**src/rtl/ahbl_uart_rx.sv**
```systemverilog
// AHB-Lite UART receiver: 8N1 serial input, receive FIFO, level interrupt.
// Registers: DATA (pop on read), STATUS (W1C sticky flags), CTRL, PRESCALE.
module ahbl_uart_rx #(
   parameter int          FIFO_DEPTH   = 16,
   parameter logic [15:0] DEF_PRESCALE = 16'd868
) (
   input  logic        HCLK,
   input  logic        HRESETn,
   input  logic        HSEL,
   input  logic [31:0] HADDR,
   input  logic [1:0]  HTRANS,
   input  logic [2:0]  HSIZE,
   input  logic        HWRITE,
   input  logic        HREADY,
   input  logic [31:0] HWDATA,
   output logic        HREADYOUT,
   output logic [31:0] HRDATA,
   input  logic        rx,
   output logic        IRQ
);

   localparam int AW = $clog2(FIFO_DEPTH);
   localparam logic [AW:0] DEPTH_L = FIFO_DEPTH[AW:0];

   typedef enum logic [2:0] {S_IDLE, S_START, S_DATA, S_STOP, S_WAIT_HIGH} state_t;

   state_t         state_q, state_d;
   logic           rx_p0, rx_p1, rx_p2;
   logic           start_edge;
   logic [15:0]    cnt, prescale, presc_eff;
   logic [2:0]     idx;
   logic [7:0]     shift;
   logic           cnt_zero;
   logic           load_half, reload, shift_en, push_req, frame_set;
   logic           en, irq_en, overrun, frame_err, irq_q;
   logic           wr_pend;
   logic [1:0]     wr_addr;
   logic           accept, pop, do_push, full, not_empty;
   logic [7:0]     mem [FIFO_DEPTH];
   logic [AW-1:0]  wr_ptr, rd_ptr;
   logic [AW:0]    count;
   logic [8:0]     level_ext;
   logic [31:0]    rd_mux;
   logic           unused_ok;

   assign HREADYOUT = 1'b1;
   assign IRQ       = irq_q;
   assign unused_ok = ^{HSIZE, HADDR[31:4], HADDR[1:0], HTRANS[0], HWDATA[31:16]};

   // Stage p0/p1: metastability synchroniser; p2 holds the previous sample for edge detect
   always_ff @(posedge HCLK or negedge HRESETn) begin
      if (!HRESETn) begin
         rx_p0 <= 1'b1;
         rx_p1 <= 1'b1;
         rx_p2 <= 1'b1;
      end else begin
         rx_p0 <= rx;
         rx_p1 <= rx_p0;
         rx_p2 <= rx_p1;
      end
   end

   assign start_edge = rx_p2 & ~rx_p1;
   assign cnt_zero   = (cnt == 16'd0);
   assign presc_eff  = (prescale < 16'd4) ? 16'd4 : prescale;

   always_ff @(posedge HCLK or negedge HRESETn) begin
      if (!HRESETn) state_q <= S_IDLE;
      else          state_q <= state_d;
   end

   always_comb begin
      state_d = state_q;
      if (!en) begin
         state_d = S_IDLE;
      end else begin
         case (state_q)
            S_IDLE:      if (start_edge) state_d = S_START;
            S_START:     if (cnt_zero) state_d = rx_p1 ? S_IDLE : S_DATA;
            S_DATA:      if (cnt_zero && idx == 3'd7) state_d = S_STOP;
            S_STOP:      if (cnt_zero) state_d = rx_p1 ? S_IDLE : S_WAIT_HIGH;
            S_WAIT_HIGH: if (rx_p1) state_d = S_IDLE;
            default:     state_d = S_IDLE;
         endcase
      end
   end

   always_comb begin
      load_half = en & (state_q == S_IDLE) & start_edge;
      reload    = en & cnt_zero & (((state_q == S_START) & ~rx_p1) | (state_q == S_DATA));
      shift_en  = en & cnt_zero & (state_q == S_DATA);
      push_req  = en & cnt_zero & (state_q == S_STOP) & rx_p1;
      frame_set = en & cnt_zero & (state_q == S_STOP) & ~rx_p1;
   end

   always_ff @(posedge HCLK or negedge HRESETn) begin
      if (!HRESETn) begin
         cnt <= 16'd0;
         idx <= 3'd0;
      end else begin
         if (load_half)         cnt <= presc_eff >> 1;
         else if (reload)       cnt <= presc_eff - 16'd1;
         else if (!cnt_zero)    cnt <= cnt - 16'd1;
         if (state_q == S_START) idx <= 3'd0;
         else if (shift_en)      idx <= idx + 3'd1;
      end
   end

   // LSB-first: the first data bit ends up in bit 0 after eight shifts
   always_ff @(posedge HCLK) begin
      if (shift_en) shift <= {rx_p1, shift[7:1]};
   end

   assign accept    = HSEL & HREADY & HTRANS[1];
   assign not_empty = (count != '0);
   assign full      = (count == DEPTH_L);
   assign pop       = accept & ~HWRITE & (HADDR[3:2] == 2'd0) & not_empty;
   assign do_push   = push_req & (~full | pop);
   assign level_ext = 9'(count);

   always_ff @(posedge HCLK) begin
      if (do_push) mem[wr_ptr] <= shift;
   end

   always_ff @(posedge HCLK or negedge HRESETn) begin
      if (!HRESETn) begin
         wr_ptr <= '0;
         rd_ptr <= '0;
         count  <= '0;
      end else begin
         if (do_push) wr_ptr <= wr_ptr + 1'b1;
         if (pop)     rd_ptr <= rd_ptr + 1'b1;
         case ({do_push, pop})
            2'b10:   count <= count + 1'b1;
            2'b01:   count <= count - 1'b1;
            default: count <= count;
         endcase
      end
   end

   always_comb begin
      rd_mux = 32'd0;
      case (HADDR[3:2])
         2'd0: if (not_empty) rd_mux = {24'd0, mem[rd_ptr]};
         2'd1: rd_mux = {19'd0, level_ext, frame_err, overrun, full, not_empty};
         2'd2: rd_mux = {30'd0, irq_en, en};
         default: rd_mux = {16'd0, prescale};
      endcase
   end

   // Address phase captures control and read data; the write lands one cycle later
   always_ff @(posedge HCLK or negedge HRESETn) begin
      if (!HRESETn) begin
         wr_pend   <= 1'b0;
         wr_addr   <= 2'd0;
         HRDATA    <= 32'd0;
         en        <= 1'b0;
         irq_en    <= 1'b0;
         prescale  <= DEF_PRESCALE;
         overrun   <= 1'b0;
         frame_err <= 1'b0;
         irq_q     <= 1'b0;
      end else begin
         wr_pend <= accept & HWRITE;
         if (accept) wr_addr <= HADDR[3:2];
         if (accept && !HWRITE) HRDATA <= rd_mux;
         if (wr_pend && wr_addr == 2'd2) {irq_en, en} <= HWDATA[1:0];
         if (wr_pend && wr_addr == 2'd3) prescale <= HWDATA[15:0];
         // A new event wins over a simultaneous clear so it is never lost
         if (push_req && full && !pop)                     overrun <= 1'b1;
         else if (wr_pend && wr_addr == 2'd1 && HWDATA[2]) overrun <= 1'b0;
         if (frame_set)                                    frame_err <= 1'b1;
         else if (wr_pend && wr_addr == 2'd1 && HWDATA[3]) frame_err <= 1'b0;
         irq_q <= irq_en & (not_empty | overrun | frame_err);
      end
   end

endmodule

```
**config.mk**
```make
export PLATFORM = sky130hd
export DESIGN_NAME = ahbl_uart_rx
export DESIGN_NICKNAME = d
export VERILOG_FILES = /design/src/rtl/ahbl_uart_rx.sv
export SDC_FILE = /design/constraint.sdc
export NUM_CORES = 1
export LEC_CHECK = 0
export CORE_MARGIN = 1
export CORE_UTILIZATION = 39
export DETAILED_ROUTE_END_ITERATION = 16
export GPL_TIMING_DRIVEN = 0
export PLACE_DENSITY = 0.63
export SLEW_MARGIN = 0
export SYNTH_ARGS = -nofsm -noshare
export SYNTH_HDL_FRONTEND = slang
export SYNTH_SLANG_ARGS = --single-unit
```
**constraint.sdc**
```tcl
create_clock -name HCLK -period 3.3 [get_ports HCLK]
set_input_delay 0.495 -clock HCLK [delete_from_list [all_inputs] [get_ports HCLK]]
set_output_delay 0.495 -clock HCLK [all_outputs]
set_load 0.005 [all_outputs]
```
==> results.cfg <==
[sta]
hold_slack_ns = 0.354
fmax_ghz = 0.298
setup_viol = 1
finalMaxSlewViolations = 0
worst_slack_ns = -0.0527
fin_crit_sh_pct = 102
finClkSkew_ns = 0.0233
fin_setup_tns_ns = -0.0527
hold_viol = 0
rsz0062_at_grt = true
period_needed_ns = 3.35
max-slew-margin-rel_pct = 37.3
worst_slew_pin_slew_ns = 0.936

[synth]
synthArstFlopShare_pct = 36.4
synthTopCellsByArea = edfxtp_1 (43%), dfrtp_1 (18%), mux4_2 (7.8%)
yosysMostFrequentCell = edfxtp_1
syn_avg_cell_area_um2 = 14.1
synth_edf_count = 136
ys_types = 69
synth_common_cells = edfxtp_1 (136), dfrtp_1 (70), nand2_1 (51)
netlist_instances = 676
yosys_most_used_dff = edfxtp_1
ys_warn_count = 0
seq_area_frac_synth_pct = 63.3
yosysTopAreaCellShare_pct = 42.8
yosysTopAreaCell = edfxtp_1
yosys_register_bits = 214
netlist_area_mm2 = 0.00955

[hold_path]
hold_class = reg -> reg
whs_path_depth = 0

[cts]
htreeDepth = 1
clockRootBuffer = clkbuf_16
worst_skew_pair.late_latency_ns = 0.54
cts_inserted_buffers = 23
clk_path_buf_depth = 3
clk_pin_slew_worst_paths_ns = 0.06
cts_tree = yes
cts_sinks = 214

[grt]
grt_pass1_vias = 5837
grt_usage_pct = 18.0
gr-total-overflow = 0
grt_pass1_wl_um = 33800
grt_max_degree = 51
antenna_found_initial = 0

[placement]
preCtsSetupSlack_ns = -0.860
gp_congestion = 0.826
port_buffers = 41
dp_hpwl_um = 14700
dpl.cell_count = 1056
place_area_mm2 = 0.0105

[drt]
vias_per_cell = 5.36
drt_first_pass_iters = 5
wl_per_cell_um = 19.6
drtIter0Drc = 573
drc = 0
ant_nets = 0
via_count = 5996
finalWirelength_um = 21900

[setup_path]
crit_end = count[4]$_DFFE_PN0P_
critical_path_class = reg -> reg
cpMaxStageDelayCell = or4_4
critPathMaxFanout = 5
reg2reg_from = cnt[0]$_DFFE_PN0P_
worst-r2r-setup-slack_ns = -0.05
startpoint = cnt[0]$_DFFE_PN0P_
crit_chain = or4_4 > or3_4 > nor3_4 > and3_4 > buf_12 > inv_8 > ha_4 > fa_2 > a21o_1 > a21oi_2 > xor2_1 > nor2_1 > xor2_1
path_common_cell = xor2_1
cp_top_family = simple AND/OR/NAND/NOR gates
worst_ep_required_time_ns = 3.72
worstPathArrival_ns = 3.77
cp_num_cells = 13
timing.rr.end = count[4]$_DFFE_PN0P_
cp-end-kind = register
crit_buf_inv = 2
critPathLaunchType = register
crit_path_max_incr_delay_ns = 0.55
rr_worst_depth = 13

[floorplan]
die_h_um = 158
core.rowCount = 56
die_width_um = 158
die_area_mm2 = 0.0251
ios = 109
core_mm2 = 0.0238
initial_utilization_pct = 40.2

[pwr]
leakage_nw = 4.26
irDropWorstVdd_uv = 376
powerDensity_mw_per_mm2 = 609
power.total_mw = 7.09

[final_layout]
diodes = 0
area_delta_synth_final_pct = 21.8
layout.cells.non_filler = 1118
layout.nets = 870
final_util_pct = 49.0
fill_cells = 2026
final_area_mm2 = 0.0116
drive_above_1_share_pct = 25.9

[run_status]
violations = negative setup slack
status = finished, violations left

[run]
drv_cap = 0
registers in the layout, summed over array words and instances (netlist names), 2 cells and up:
name and count:
HRDATA 16, cnt 16, count 5, idx 3, mem 128, prescale 16
rd_ptr 4, shift 8, state_q 3, wr_addr 2, wr_ptr 4
cell usage in the layout (no fill, tap or decap), types with 8 or more instances in the layout:
cell             Yosys  layout
mux2i_1              9       9
xnor2_1             10      10
nand2_1             51      50
nor2b_1              9       9
inv_1               13      13
clkbuf_16            0      23
a211oi_1            14      14
edfxtp_1           136     136
nand3_1             18      18
mux4_2              33      33
clkdlybuf4s50_1      0      40
o21ai_0             32      31
nor2_1              34      30
dfrtp_1             70      67
conb_1               2      17
nor3_1              14       9
a21oi_1             17      15
mux2_2              29      29
clkbuf_1            22      22
dfstp_2              8       8
ha_1                12       9
buf_4               18      45
worst min path at each step:
stage                               start                     to  slack, ns
after floorplan                   HRESETn  HRDATA[0]$_DFFE_PN0P_       0.20
after global placement    rx_p0$_DFF_PN1_        rx_p1$_DFF_PN1_       0.35
after detailed placement  rx_p0$_DFF_PN1_        rx_p1$_DFF_PN1_       0.35
after CTS                 rx_p0$_DFF_PN1_        rx_p1$_DFF_PN1_       0.36
after global routing      rx_p0$_DFF_PN1_        rx_p1$_DFF_PN1_       0.36
final                     rx_p0$_DFF_PN1_        rx_p1$_DFF_PN1_       0.35
worst reg2reg max path: cells and delay by family (launching register included):
kind,cells,cell delay (ns)
adders and majority gates,2,0.51
DFF,1,0.39
xor gates and xnor gates,2,0.30
and+or+nand+nor,5,1.57
buffers and inverters,2,0.17
AOI/OAI and AO/OA,2,0.31
where the power goes:
part / leakage (nW) / total [mW] / switching, mW / internal (mW)
Clock: 0.377 / 2.57 / 1.07 / 1.50
Sequential: 2.19 / 3.40 / 0.324 / 3.07
Combinational: 1.69 / 1.12 / 0.529 / 0.588
layout make-up:
type	instances	area (µm²)	share of cell area, %
Buffer	44	243	2.09
Clock buffer	30	622	5.35
Clock inverter	12	130	1.12
Inverter	14	60.1	0.516
Multi-Input combinational cell	414	3460	29.7
Sequential cell	214	6050	52.0
Tap cell	319	399	3.43
Timing Repair Buffer	71	668	5.75
routing by layer:
metal	GRT usage (%)	up-vias	part of all wire (%)	wire length (µm)
met5	0	-	0	0
met4	5.13	0	2.1	456
met3	3.29	32	6.3	1370
met2	29.7	201	48	10600
met1	24.3	3001	43	9440
li1	-	2762	-	-
what timing repair did:
item	in CTS	in global routing
buffers inserted	11	13
hold buffers	1	0
pin swaps	9	14
cloned	0	0
hold endpoints to repair	25	0
endpoints found under the setup margin	51	30
gates resized for setup	26	20
cells by family (layout without fill, tap and decap cells):
kind of cell | count (synthesis) | count (layout) | synth area share [%]
simple gates | 183 | 183 | 9.94
other cells | 2 | 17 | 0.0786
fa+ha+maj | 13 | 13 | 1.78
mux | 71 | 71 | 12.1
compound gates | 113 | 113 | 7.89
xor+xnor | 17 | 17 | 1.56
buf+inv | 63 | 171 | 3.31
flops | 214 | 214 | 63.3
No activity file was read; power rests on OpenSTA's default activity.
